**config.mk**
```make
export PLATFORM = sky130hd
export DESIGN_NAME = memory_unit
export DESIGN_NICKNAME = d
export VERILOG_FILES = /design/src/rtl/control_pkg.sv /design/src/rtl/memory_unit.sv
export SDC_FILE = /design/constraint.sdc
export NUM_CORES = 1
export LEC_CHECK = 0
export CAP_MARGIN = 15
export CORE_MARGIN = 2
export CORE_UTILIZATION = 27
export DETAILED_ROUTE_END_ITERATION = 8
export GPL_TIMING_DRIVEN = 0
export HOLD_SLACK_MARGIN = 0.12
export PLACE_DENSITY = 0.52
export SYNTH_ARGS = -nofsm -noshare
export SYNTH_HDL_FRONTEND = slang
export SYNTH_SLANG_ARGS = --single-unit
export TNS_END_PERCENT = 10
```
**constraint.sdc**
```tcl
create_clock -name clock -period 1.7 [get_ports clock]
set_input_delay 0.34 -clock clock [delete_from_list [all_inputs] [get_ports clock]]
set_output_delay 0.34 -clock clock [all_outputs]
set_load 0.01 [all_outputs]
```
**src/rtl/control_pkg.sv**
```systemverilog
// Shared control-unit encodings: memory, ALU and register-file operation codes
// plus the memory access timeout limit.
package control_pkg;

    typedef enum logic [2:0] {
        MEM_NOP      = 3'd0,
        MEM_READ     = 3'd1,
        MEM_WRITE    = 3'd2,
        MEM_LOAD_MAR = 3'd3,
        MEM_LOAD_PC  = 3'd4,
        MEM_INC_PC   = 3'd5
    } memory_op_e;

    typedef enum logic [2:0] {
        ALU_PASS = 3'd0,
        ALU_ADD  = 3'd1,
        ALU_SUB  = 3'd2,
        ALU_AND  = 3'd3,
        ALU_OR   = 3'd4,
        ALU_XOR  = 3'd5
    } alu_op_e;

    typedef enum logic [1:0] {
        REG_NOP   = 2'd0,
        REG_LOAD  = 2'd1,
        REG_DRIVE = 2'd2
    } reg_op_e;

    // An access with no acknowledge is abandoned after this many ACCESS cycles.
    localparam logic [3:0] MEM_TIMEOUT_CYCLES = 4'd15;

endpackage

```
**src/rtl/memory_unit.sv**
```systemverilog
// Memory unit: PC, MAR and MDR registers plus the FSM that runs external RAM
// request/acknowledge transactions with a sticky timeout flag.
module memory_unit
    import control_pkg::*;
(
    input  logic       clock,
    input  logic       reset,
    input  memory_op_e memory_op,
    input  logic       data_word_selector,
    input  logic       bus_selector,
    input  logic [7:0] bus_in,
    output logic [7:0] bus_out,
    output logic       bus_drive,
    output logic [7:0] mem_addr,
    output logic [7:0] mem_wdata,
    input  logic [7:0] mem_rdata,
    output logic       mem_we,
    output logic       mem_req,
    input  logic       mem_ack,
    output logic       stall,
    output logic       mem_error,
    output logic [7:0] pc
);

    typedef enum logic [1:0] {
        IDLE   = 2'd0,
        ACCESS = 2'd1,
        DONE   = 2'd2
    } state_e;

    state_e     state_q, state_d;
    logic [7:0] pc_q, pc_d;
    logic [7:0] mar_q, mar_d;
    logic [7:0] mdr_q, mdr_d;
    logic [7:0] addr_q, addr_d;
    logic [7:0] wdata_q, wdata_d;
    logic       we_q, we_d;
    logic       fetch_q, fetch_d;
    logic       err_q, err_d;
    logic [3:0] cnt_q, cnt_d;

    always_ff @(posedge clock or posedge reset) begin
        if (reset) begin
            state_q <= IDLE;
            pc_q    <= 8'h00;
            mar_q   <= 8'h00;
            mdr_q   <= 8'h00;
            addr_q  <= 8'h00;
            wdata_q <= 8'h00;
            we_q    <= 1'b0;
            fetch_q <= 1'b0;
            err_q   <= 1'b0;
            cnt_q   <= 4'd0;
        end else begin
            state_q <= state_d;
            pc_q    <= pc_d;
            mar_q   <= mar_d;
            mdr_q   <= mdr_d;
            addr_q  <= addr_d;
            wdata_q <= wdata_d;
            we_q    <= we_d;
            fetch_q <= fetch_d;
            err_q   <= err_d;
            cnt_q   <= cnt_d;
        end
    end

    always_comb begin
        state_d = state_q;
        pc_d    = pc_q;
        mar_d   = mar_q;
        mdr_d   = mdr_q;
        addr_d  = addr_q;
        wdata_d = wdata_q;
        we_d    = we_q;
        fetch_d = fetch_q;
        err_d   = err_q;
        cnt_d   = cnt_q;
        case (state_q)
            IDLE: begin
                case (memory_op)
                    MEM_READ, MEM_WRITE: begin
                        state_d = ACCESS;
                        addr_d  = data_word_selector ? mar_q : pc_q;
                        we_d    = (memory_op == MEM_WRITE);
                        fetch_d = ~data_word_selector;
                        cnt_d   = 4'd0;
                        if (memory_op == MEM_WRITE) begin
                            wdata_d = bus_in;
                        end
                    end
                    MEM_LOAD_MAR: mar_d = bus_in;
                    MEM_LOAD_PC:  pc_d  = bus_in;
                    MEM_INC_PC:   pc_d  = pc_q + 8'd1;
                    default: ;
                endcase
            end
            ACCESS: begin
                // A timed-out access leaves MDR and PC untouched.
                if (mem_ack) begin
                    state_d = DONE;
                    if (!we_q) begin
                        mdr_d = mem_rdata;
                    end
                    if (fetch_q) begin
                        pc_d = pc_q + 8'd1;
                    end
                end else if (cnt_q == MEM_TIMEOUT_CYCLES - 4'd1) begin
                    state_d = DONE;
                    err_d   = 1'b1;
                end else begin
                    cnt_d = cnt_q + 4'd1;
                end
            end
            DONE:    state_d = IDLE;
            default: state_d = IDLE;
        endcase
    end

    assign bus_out   = mdr_q;
    assign bus_drive = bus_selector;
    assign mem_addr  = addr_q;
    assign mem_wdata = wdata_q;
    assign mem_we    = we_q;
    assign mem_req   = (state_q == ACCESS);
    assign stall     = (state_q != IDLE);
    assign mem_error = err_q;
    assign pc        = pc_q;

endmodule

```
==> results.md <==
- The count of port buffers added during placement is 58.
- The number of DRC violations after detailed routing is 0.
- The level count of the clock H-tree is 2.
- For this run, the number of standard cells in the final layout without fillers is ~370.
- Summing the areas of all and, or, nand and nor instances in the mapped netlist gives 10.61% of the synthesized area.
- At the end of the flow, the number of nets in the layout was 289.
- The number of placed I/O pins is 61.
- Yosys mapped the design onto 39 distinct sky130hd cell types.
- VDD sags by at most roughly 520 uV.
- After synthesis, the largest family of logic cells by area is multiplexers.
- The type of origin of the critical path is a flop.
- Walking the worst path, the cells encountered are clkdlybuf4s50_1.
- In this run the standard cell core region covers between 8000 and 9000 um^2.
- The number of buffers inserted during clock tree synthesis is 5.
- Derived from the worst setup path, the maximum achievable clock frequency is 0.6040 GHz.
- The finished cells cover 3157 um^2.
- The count of buffering cells on the critical path with inverters included is 1.
- The library cell occupying the most area in the post-synthesis netlist is sky130_fd_sc_hd__dfrtp_1.
- The deepest clock path buffer count is 2.
- The dominant register cell in the synthesized netlist is sky130_fd_sc_hd__dfrtp_1.
- The CTS tree is done.
- The worst-skew pair later-pin latency is 310 ps.
- The number of standard-cell rows in the floorplan is 33.
- In this run the worst path has a maximum fanout of 4.
- After layout, the minimum clock period comes to 1656 ps.
- The number of antenna violations at the first check in global routing is 0.
- The critical path start-end classification is flop to output pin.
- The die boundary height is 95.10 um.
- The post-synthesis share of cell area spent on xor and xnor gates is 0.7817%.
- Setup slack on the critical path of the routed design comes to roughly 44 ps.
- The maximum number of pins on one net before global-route repair is 41.
- At the placement stage, the worst setup path has a slack of -429.4 ps.
- The via count of the first global-routing pass was 1,582.
- The total setup violations reported at the end of the flow is 0.
- The clock tree skew after final layout is approximately 12 ps.
- Ranked by total cell area, the synthesized netlist is headed by sky130_fd_sc_hd__dfrtp_1, sky130_fd_sc_hd__mux2_2, sky130_fd_sc_hd__mux2i_1.
- Measured against its own limit, the worst slew margin works out to between 50% and 60%.
- The number of hold-slack violations in the final timing report came to 0.
- Measured against the total synthesized area, the mux share comes to between 10% and 20%.
- Synthesis handed over a netlist of around 190 instances.
- Dividing the detail-routed wire length by the instance count gives 14.63 um.
- Dividing the detail-routed via count by the number of cells gives 4.589.
- Of the post-synthesis cell area, the dominant cell type holds 54.72%.
- Routability-driven placement finished with a final weighted congestion of slightly below 0.8.
- CTS placed an instance of sky130_fd_sc_hd__clkbuf_8 at the clock tree root.
- Counting flops with a built-in enable in the synthesized netlist gives 0.
- Summing the areas of all fa, ha and maj instances in the mapped netlist gives 1.675% of the synthesized area.
- From left edge to right edge, the die measures 95.10 um.
- The netlist area before placement is 2241 um^2.
- The number of maximum-capacitance violations is 0.
- The number of nets with antenna violations after detailed routing is 0.
- The synthesized area divided by synthesized cell count is 11.73 um^2.
- In the final layout, the share of cells above drive strength 1 is roughly 23%.
- The fraction of the yosys area taken by sequential cells is 54.72%.
- The async set or reset register ratio after synthesis is 100.0%.
- The number of pins with negative max-slew slack in the final report is 0.
- The worst setup path is captured at an output pin.
- The largest single stage delay on the critical path is 580 ps.
- For this design, the slowest cell found on the critical path is sky130_fd_sc_hd__clkdlybuf4s50_1.
- The tree built by TritonCTS fans out to 49 sinks.
- The antenna diode instance count is 0.
- Setup repair after global routing could not meet its margin everywhere.
- The fraction of the cycle the final worst path needs is a little over nine tenths.
- The placed cell count is between 300 and 400.
- Synthesis produced a netlist with a net count of about 220.
- Overall power consumption after layout is estimated at between 4 and 5 mW.
- The required time of the worst setup path is approximately 1400 ps.
- The cell area reported after detailed placement is 2973 um^2.
- The slew at the pin with the worst max-slew slack is 654.2 ps.
- STA puts the critical path data arrival time at 1320 ps.
- The overall routed net length is 5.369 mm.
- After synthesis the netlist holds a flip-flop and latch count of 49.
- The analysis attributes to cell leakage a power of 1.375 nW.
- In this run, the number of DRC markers left after iteration 0 of detailed routing was 101.
- For this design the ratio of total power to cell area is between 1000 and 1500 nW/um^2.
- Clock-pin slew was measured on the worst setup and hold paths at 100 ps.
- The flow ran to the end, and the final reports show no timing, DRC or antenna violations.
- The global-route wire length before repair is roughly 8.3 mm.
- The overall overflow remaining after global route is 0.
- Once the floorplan was initialized, standard cells occupied 27.55% of the core.
- The count of vias placed by the detailed router is 1,684.
- The area growth from synthesis to layout is 40.87%.
- The detailed placer's ending HPWL is a little under 4 mm.
- The path category of the worst min-delay check is input port to asynchronous set/reset pin.
- The synthesized netlist devotes 10.55% of its cell area to compound gates.
- The cell family contributing the most delay on the critical path is buffers and inverters.
- The floorplan step defined a die boundary enclosing 9044 um^2.
- The Yosys warning count is 0.
- The global router's overall resource usage is 12.00%.
- The setup TNS after final layout is 0 ps.
- For this run, the detailed router's first-pass iteration total came to 4.
[cell type report]
cell class,count,area [um^2]
buffer,8,61.31
clock buffer,5,68.82
clock inverter,2,35.03
fill,808,4977
inverter,8,30.03
multi-input combinational,127,965.9
sequential,49,1235
tap,105,131.4
timing repair buffer,63,629.4
[power breakdown]
group | internal (mW) | total, mW | switching (mW)
sequential | 1.63 | 2.00 | 0.363
clock | 0.428 | 0.822 | 0.394
combinational | 1.14 | 1.90 | 0.762
total | 3.20 | 4.72 | 1.52
[through the flow]
step / utilization [%] / hold WS [ps]
floorplan: - / 449.5
global placement: 36.30 / 461.2
detailed placement: 36.55 / 467.5
CTS: 38.19 / 271.3
global route: 38.81 / 275.8
finish: 38.81 / 258.8
[state kept, by name, summed over array words and instances (netlist names)]
signal	flops
mem_wdata	8
cnt_q	4
mem_addr	8
mar_q	8
mem_we	1
state_q	2
mem_error	1
pc	8
fetch_q	1
bus_out	8
[what timing repair did]
item                                    in CTS  in global routing
hold buffers                                 0                  0
cloned                                       0                  1
endpoints found under the setup margin      31                 19
resized for setup                           13                  9
pin swaps                                    0                  2
setup buffers                                0                  4
[synthesized netlist by cell type, types with 2 or more instances]
library cell                count
sky130_fd_sc_hd__a21oi_1        9
sky130_fd_sc_hd__dfrtp_1       49
sky130_fd_sc_hd__nor2_1         4
sky130_fd_sc_hd__o21ai_0       17
sky130_fd_sc_hd__a2bb2oi_1      3
sky130_fd_sc_hd__a22oi_1        2
sky130_fd_sc_hd__nand2_1       19
sky130_fd_sc_hd__and3_1         2
sky130_fd_sc_hd__nand4_1        2
sky130_fd_sc_hd__inv_1          7
sky130_fd_sc_hd__nand3_1        8
sky130_fd_sc_hd__buf_2          2
sky130_fd_sc_hd__mux2i_1       13
sky130_fd_sc_hd__mux2_2        24
sky130_fd_sc_hd__ha_1           3
sky130_fd_sc_hd__xor2_1         2
sky130_fd_sc_hd__clkbuf_1       2
sky130_fd_sc_hd__nor3_2         2
[placed cells by master (no fill, tap or decap), drive strengths merged, types with 3 or more instances in the layout]
cell type      instances
mux2i                 13
a2bb2oi                3
ha                     3
nand3                  8
buf                   11
nand2                 19
clkbuf                 8
nor2                   4
dfrtp                 49
mux2                  24
inv                    8
a21oi                 11
clkdlybuf4s50         53
o21ai                 17
[path summary, 6_finish.rpt]
check	from	endpoint	slack (ps)	cells past startpoint
min	reset	mar_q[0]	260	2
min in group clock	memory_op[2]	cnt_q[2]	460	3
max reg2reg	state_q[0]	cnt_q[3]	110	4
max in group asynchronous	reset	state_q[0]	930	3
min reg2reg	mem_addr[6]	mem_addr[6]	480	2
max	mem_we	mem_we	40	1
[cells by family (layout without fill, tap and decap cells)]
| family | count (synthesis) | count (layout) |
|---|---|---|
| buffers and inverters | 16 | 86 |
| AO/OA/AOI/OAI | 39 | 40 |
| multiplexers | 37 | 37 |
| XOR/XNOR | 2 | 2 |
| AND/OR/NAND/NOR | 45 | 45 |
| flip-flops | 49 | 49 |
| adder cells (fa/ha/maj) | 3 | 3 |
[metal layers]
layer  vias up  wire length (um)  global-route usage [%]
met4         0                31                   3.986
met2        43              2573                   18.54
met1       814              2529                   16.44
li1        824                 -                       -
met3         3               233                   3.004
met5         -                 0                       0
No activity file was read; power rests on OpenSTA's default activity.
